`config.mk`:
```
export PLATFORM = sky130hd
export DESIGN_NAME = hazard_stall_ctrl
export DESIGN_NICKNAME = d
export VERILOG_FILES = /design/src/rtl/hazard_stall_ctrl.sv
export SDC_FILE = /design/constraint.sdc
export NUM_CORES = 1
export LEC_CHECK = 0
export ABC_AREA = 1
export CAP_MARGIN = 20
export CORE_MARGIN = 5
export CORE_UTILIZATION = 40
export DETAILED_ROUTE_END_ITERATION = 6
export MAX_ROUTING_LAYER = met4
export PLACE_DENSITY = 0.7
export SETUP_SLACK_MARGIN = 0.2
export SYNTH_ARGS = -nofsm -noshare
export SYNTH_HDL_FRONTEND = slang
export SYNTH_SLANG_ARGS = --single-unit
```
`constraint.sdc`:
```
create_clock -name clk -period 1.61 [get_ports clk]
set_input_delay 0.322 -clock clk [delete_from_list [all_inputs] [get_ports clk]]
set_output_delay 0.322 -clock clk [all_outputs]
set_load 0.005 [all_outputs]
```
`src/rtl/hazard_stall_ctrl.sv`:
```
// rtl/hazard_stall_ctrl.sv - ID-stage stall/flush control for load-use, taken branch and mul/div hazards
module hazard_stall_ctrl #(
  parameter int MULDIV_LAT = 4,
  parameter int CNT_W      = 16,
  localparam int CW        = $clog2(MULDIV_LAT)
) (
  input  logic             clk,
  input  logic             rst,
  input  logic [4:0]       id_rs_i,
  input  logic [4:0]       id_rt_i,
  input  logic             id_uses_rs_i,
  input  logic             id_uses_rt_i,
  input  logic             id_muldiv_i,
  input  logic             ex_memread_i,
  input  logic [4:0]       ex_rd_i,
  input  logic             ex_branch_taken_i,
  output logic             pc_write_o,
  output logic             ifid_stall_o,
  output logic             ifid_flush_o,
  output logic             idex_flush_o,
  output logic             muldiv_start_o,
  output logic             muldiv_done_o,
  output logic             muldiv_abort_o,
  output logic [CNT_W-1:0] stall_cnt_o,
  output logic [CNT_W-1:0] flush_cnt_o
);

  typedef enum logic {RUN, MD_WAIT} state_t;

  state_t        st, st_n;
  logic [CW-1:0] cnt, cnt_n;
  logic          lu;

  assign lu = ex_memread_i && (ex_rd_i != 5'd0) &&
              ((id_uses_rs_i && (ex_rd_i == id_rs_i)) ||
               (id_uses_rt_i && (ex_rd_i == id_rt_i)));

  always_ff @(posedge clk or negedge rst) begin
    if (!rst) begin
      st  <= RUN;
      cnt <= '0;
    end else begin
      st  <= st_n;
      cnt <= cnt_n;
    end
  end

  always_comb begin
    st_n           = st;
    cnt_n          = cnt;
    pc_write_o     = 1'b1;
    ifid_stall_o   = 1'b0;
    ifid_flush_o   = 1'b0;
    idex_flush_o   = 1'b0;
    muldiv_start_o = 1'b0;
    muldiv_done_o  = 1'b0;
    muldiv_abort_o = 1'b0;
    case (st)
      RUN: begin
        if (ex_branch_taken_i) begin
          ifid_flush_o = 1'b1;
          idex_flush_o = 1'b1;
        end else if (lu) begin
          pc_write_o   = 1'b0;
          ifid_stall_o = 1'b1;
          idex_flush_o = 1'b1;
        end else if (id_muldiv_i) begin
          pc_write_o     = 1'b0;
          ifid_stall_o   = 1'b1;
          idex_flush_o   = 1'b1;
          muldiv_start_o = 1'b1;
          st_n           = MD_WAIT;
          cnt_n          = CW'(MULDIV_LAT - 1);
        end
      end
      MD_WAIT: begin
        // EX only holds bubbles here, so load-use and a new mul/div cannot arise
        if (ex_branch_taken_i) begin
          ifid_flush_o   = 1'b1;
          idex_flush_o   = 1'b1;
          muldiv_abort_o = 1'b1;
          st_n           = RUN;
          cnt_n          = '0;
        end else if (cnt > CW'(1)) begin
          pc_write_o   = 1'b0;
          ifid_stall_o = 1'b1;
          idex_flush_o = 1'b1;
          cnt_n        = cnt - CW'(1);
        end else begin
          muldiv_done_o = 1'b1;
          st_n          = RUN;
          cnt_n         = '0;
        end
      end
      default: begin
        st_n  = RUN;
        cnt_n = '0;
      end
    endcase
    if (!rst) begin
      pc_write_o     = 1'b0;
      ifid_stall_o   = 1'b0;
      ifid_flush_o   = 1'b0;
      idex_flush_o   = 1'b0;
      muldiv_start_o = 1'b0;
      muldiv_done_o  = 1'b0;
      muldiv_abort_o = 1'b0;
    end
  end

  always_ff @(posedge clk or negedge rst) begin
    if (!rst) begin
      stall_cnt_o <= '0;
      flush_cnt_o <= '0;
    end else begin
      if (ifid_stall_o && (stall_cnt_o != {CNT_W{1'b1}}))
        stall_cnt_o <= stall_cnt_o + CNT_W'(1);
      if (ifid_flush_o && (flush_cnt_o != {CNT_W{1'b1}}))
        flush_cnt_o <= flush_cnt_o + CNT_W'(1);
    end
  end

endmodule

```
After elaboration in Yosys (flattened, before gate mapping)
Cells that the tools add are included.
{ "word_totals": {"regBits": 35, "output_inout_bits": 39, "word_cells": 61} }
{ "op_classes": {"n_addsub": 3, "magnitude_cmp": 1, "n_eq_ne": 7, "mux": 36, "n_bitwise": 1, "reduce_logical": 9} }
{ "op_table": {"columns": ["cell", "count"], "rows": [
  ["$add A16 B1 Y16 const B", 2],
  ["$ne A16 B16 Y1 const B", 2],
  ["$mux W1", 26],
  ["$eq A5 B5 Y1", 2],
  ["$mux W2", 5],
  ["$pmux W1 S2", 4],
  ["$logic_and A1 B1 Y1", 6],
  ["$ne A2 B2 Y1 const B", 3],
  ["$reduce_bool A5 Y1", 1],
  ["$pmux W2 S2", 1],
  ["$reduce_and A3 Y1", 1],
  ["$gt A2 B1 Y1 const B", 1],
  ["$sub A2 B1 Y2 const B", 1],
  ["$logic_or A1 B1 Y1", 1],
  ["$not A1 Y1", 1]
]} }

Longest topological paths before layout
{ "depth": {"depth_word": 9, "depth_mapped": 12} }

Least setup slack after synthesis
Ideal clock, no wire load.
{ "synth_timing": {"path_type": "reg-to-reg", "from": "reg stall_cnt_o[0]", "to": "reg stall_cnt_o[10]", "t_arrival_ps": 1559, "t_required_ps": 1492, "path_slack_ps": -67, "path_stages_with_launch": 10, "n_path_buf": 2, "synth_period_minus_slack_ps": 1677, "path_cell_list": "dfrtp_1 -> ha_1 -> nand3_2 -> nor2_4 -> nand4_1 -> nand2b_4 -> buf_6 -> buf_2 -> nand4_1 -> nand2_1"} }
{ "synth_via": {"elab_chain_len": 2} }
{ "synth_lines": {"columns": ["item", "line", "rtl"], "rows": [
  ["start: declaration", "24", "output logic [CNT_W-1:0] stall_cnt_o,"],
  ["start signal: assignment", "117", "stall_cnt_o <= stall_cnt_o + CNT_W'(1);"],
  ["parallel branches: the longest is 2 deep, another holds $add A16 B1 Y16", null, null]
]} }
Parallel ways; which one is timed is not known.
A chain may end at the register's enable or synchronous reset.

Worst setup path after layout
{ "layout_timing": {"from": "in ex_rd_i[1]", "to": "out idex_flush_o"} }
{ "layout_via": {"elab_chain_len": 8} }
{ "layout_lines": {"columns": ["item", "line", "rtl"], "rows": [
  ["start: declaration", "15", "input logic [4:0] ex_rd_i,"],
  ["$eq A5 B5 Y1, on equally long branches", "35, 36", null],
  ["$logic_and A1 B1 Y1, on equally long branches", "35, 36", null],
  ["$logic_or A1 B1 Y1", "35", "((id_uses_rs_i && (ex_rd_i == id_rs_i)) ||"],
  ["$logic_and A1 B1 Y1 *", "34", "assign lu = ex_memread_i && (ex_rd_i != 5'd0) &&"],
  ["$mux W1 *", "63", "end else if (lu) begin"],
  ["$mux W1 *", "60", "if (ex_branch_taken_i) begin"],
  ["$pmux W1 S2 *", "58", "case (st)"],
  ["$mux W1 *", "100", "if (!rst) begin"],
  ["end: declaration", "20", "output logic idex_flush_o,"]
]} }
Mark *: on every way between the ends. The rest lies on a longest branch, timed or not.

==> impl_metrics.tcl <==
set metrics [dict create \
    instances_no_fill 547 \
    grt_usage 0.227 \
    final_common_cell "nand2_1" \
    cts_hold_buf 0 \
    crit_family "simple AND/OR/NAND/NOR gates" \
    status "finished with violations" \
    dr_total_vias 2941 \
    p_sw_w 0.00144 \
    final_util 0.752 \
    dp.cells 487 \
    syn_inst 321 \
    pwr-share-comb 0.489 \
    clk_pin_slew_ns 0.07 \
    p_leak_nw 2.18 \
    syn_nets 345 \
    powerDensity_nw_per_um2 912 \
    holdWs_ns 0.0257 \
    viasPerCell 5.38 \
    postRouteWirelength_mm 9.26 \
    drive_gt1_frac 0.455 \
    p_sw_frac 0.375 \
    htree_levels 2 \
    synth_top_family_by_area "simple AND/OR/NAND/NOR gates" \
    setup_tns_ns -1.33 \
    fin_crit_ns 1.74 \
    worstPathCellList "buf_6 -> nand2_2 -> nand2_1 -> nor2_2 -> nand3_1 -> nand2_1 -> nand2_2 -> a21oi_4 -> inv_2 -> o21ai_2 -> buf_2" \
    ys_seq_area_frac 0.377 \
    max_slew_margin 0.742 \
    synth_adder_area_share 0.0108 \
    startpoint_type "primary input" \
    grt_pass1_wl_mm 13.0 \
    wl_per_cell_um 16.9 \
    drt_iter0_markers 234 \
    detailed_place_hpwl_mm 4.95 \
    syn_area_per_cell_um2 7.25 \
    crit_buf_inv 3 \
    cp_slowest_cell "a21oi_4" \
    slew_violations 0 \
    synth.area.top_cells "dfrtp_1 38%, nand2_1 17%, xor2_1 7.9%" \
    grt.overflow.total 0 \
    violations "negative setup slack" \
    setup_viol 20 \
    fin_crit_sh 1.08 \
    pre_cts_slack_ns -1.02 \
    cts_root_buf "clkbuf_8" \
    internal-power_w 0.00239 \
    cts_tree "done" \
    start_util 0.417 \
    peakVddDrop_mv 0.864 \
    pwr-share-seq 0.319 \
    antenna_cells 0 \
    grt_pass1_vias 2771 \
    ys_types 29 \
    fp.dieH_um 86.3 \
    numCtsBuffers 5 \
    cts.sinks 35 \
    rsz0062_at_grt "yes" \
    cp.arrival_ns 1.41 \
    die_w_um 86.3 \
    post-synth-top-area-fraction 0.377 \
    synth_compound_area_frac 0.0253 \
    final_antenna_net_count 0 \
    path_max_fanout 4 \
    clock_skew_ns 0.00743 \
    clock_path_buffers 2 \
    io_pins 61 \
    synth_seq_cells 35 \
    yosysWarnings 0 \
    synth_area_um2 2330 \
    cp.depth 11 \
    hp-class "primary input to async pin" \
    post-route-drc-count 0 \
    worstRegToRegCells 9 \
    gp_congestion 0.853 \
    grt_max_degree 30 \
    final_cell_mix "75 x nand2_1, 64 x buf_4, 35 x buf_6, 32 x dfrtp_1, 30 x inv_1" \
    critical_path_class "primary input to primary output" \
    die-area_um2 7440 \
    synthMuxAreaShare 0 \
    syn2layout_area_growth_pct 80.3 \
    fin_ws_ns -0.126 \
    critPathCaptureType "primary output" \
    yosysTopAreaCell "dfrtp_1" \
    fmax_mhz 576 \
    clkLatencyLatePin_ns 0.30 \
    multi_input_area_um2 1570 \
    ff_latch_area_um2 880 \
    yosys.area_share.simple 0.391 \
    core-area_um2 5570 \
    yosys.area_share.xor_xnor 0.105 \
    p_clk_frac 0.192 \
    core.rowCount 27 \
    required_ns 1.29 \
    port-buffer-count 60 \
    worstMarginPinSlew_ns 0.387 \
    nNetsFinal 498 \
    maxCapViolCount 0 \
    antenna_found_initial 0 \
    dr.pass1.iters 5 \
    crit_path_max_incr_delay_ns 0.15 \
    final_hold_viol_count 0 \
    n_fill_cell 386 \
]
## path summary, 6_finish.rpt
path,to,slack [ns],from
setup / recovery,idex_flush_o,-0.13,ex_rd_i[1]
hold / removal,cnt[1],0.03,rst
setup reg to reg,stall_cnt_o[7],-0.09,stall_cnt_o[1]
hold reg to reg,cnt[0],0.52,cnt[0]
max in group asynchronous,flush_cnt_o[13],1.17,rst
min in group clk,cnt[0],0.52,cnt[0]
## metal layers
layer | GRT usage | wire length (um) | part of all wire | vias to the layer above
met3 | 0.0504 | 687 | 0.074 | 50
met4 | 0.0722 | 482 | 0.052 | 0
met5 | - | 0 | 0 | -
met1 | 0.264 | 3420 | 0.37 | 1372
li1 | - | - | - | 1340
met2 | 0.391 | 4670 | 0.50 | 179
## state kept, by name (all words and copies together), names as in the netlist
register and cells:
st 1, stall_cnt_o 16, cnt 2, flush_cnt_o 16
## power by group through the flow
stage / Clock [W] / Sequential [W] / Combinational [W]
after floorplan: 0 / 0.00124 / 0.000460
final: 0.000734 / 0.00122 / 0.00187
after global routing: 0.000769 / 0.00124 / 0.00201
after global placement: 0 / 0.00119 / 0.00120
after CTS: 0.000726 / 0.00118 / 0.00147
after detailed placement: 0 / 0.00119 / 0.00122
## logic make-up (layout without fill, tap and decap cells)
kind of cell,Yosys count,after routing
and+or+nand+nor,197,198
AOI/OAI and AO/OA,9,9
xor gates and xnor gates,28,28
adders and majority gates,2,2
buffers and inverters,50,203
DFF,35,35
## metrics by stage
step           total power, W  cell area (um^2)
3_5_place_dp          0.00242              3300
2_1_floorplan         0.00170              2350
4_1_cts               0.00338              3840
5_1_grt               0.00402              4190
3_3_place_gp          0.00239              3300
6_report              0.00382              4190
## area by class of cell
type                    instances  share of cell area
repair buffers                150               0.328
flip-flops and latches         35               0.210
clock buffers                   8              0.0239
multi-input cells             237               0.374
inverters                      44              0.0412
repair inverters                1             0.00179
well taps                      72              0.0215
## repair_timing
item                       4_1_cts  5_1_grt
cloned                           3        0
gates resized for setup        214       67
pin swaps                       61       36
setup endpoints to repair       74       49
buffers inserted                38       11
## cells in the mapped netlist
cell and count:
nand2_1 106, inv_1 37, dfrtp_1 35, nor2_1 30, nand4_1 23, xor2_1 21, nand3_1 17, nor3_1 10
inv_2 7, xnor2_1 7, o21ai_0 4, o21ai_1 3, buf_2 2, ha_1 2, nand3b_1 2, nor4_1 2
a21oi_4 1, buf_4 1, buf_6 1, buf_8 1, clkbuf_1 1, nand2_2 1, nand2b_4 1, nand3_2 1
nand4_4 1, nor2_4 1, nor3_4 1, nor3b_2 1, o211ai_1 1
Note: power is estimated with default switching activity, not from simulation.
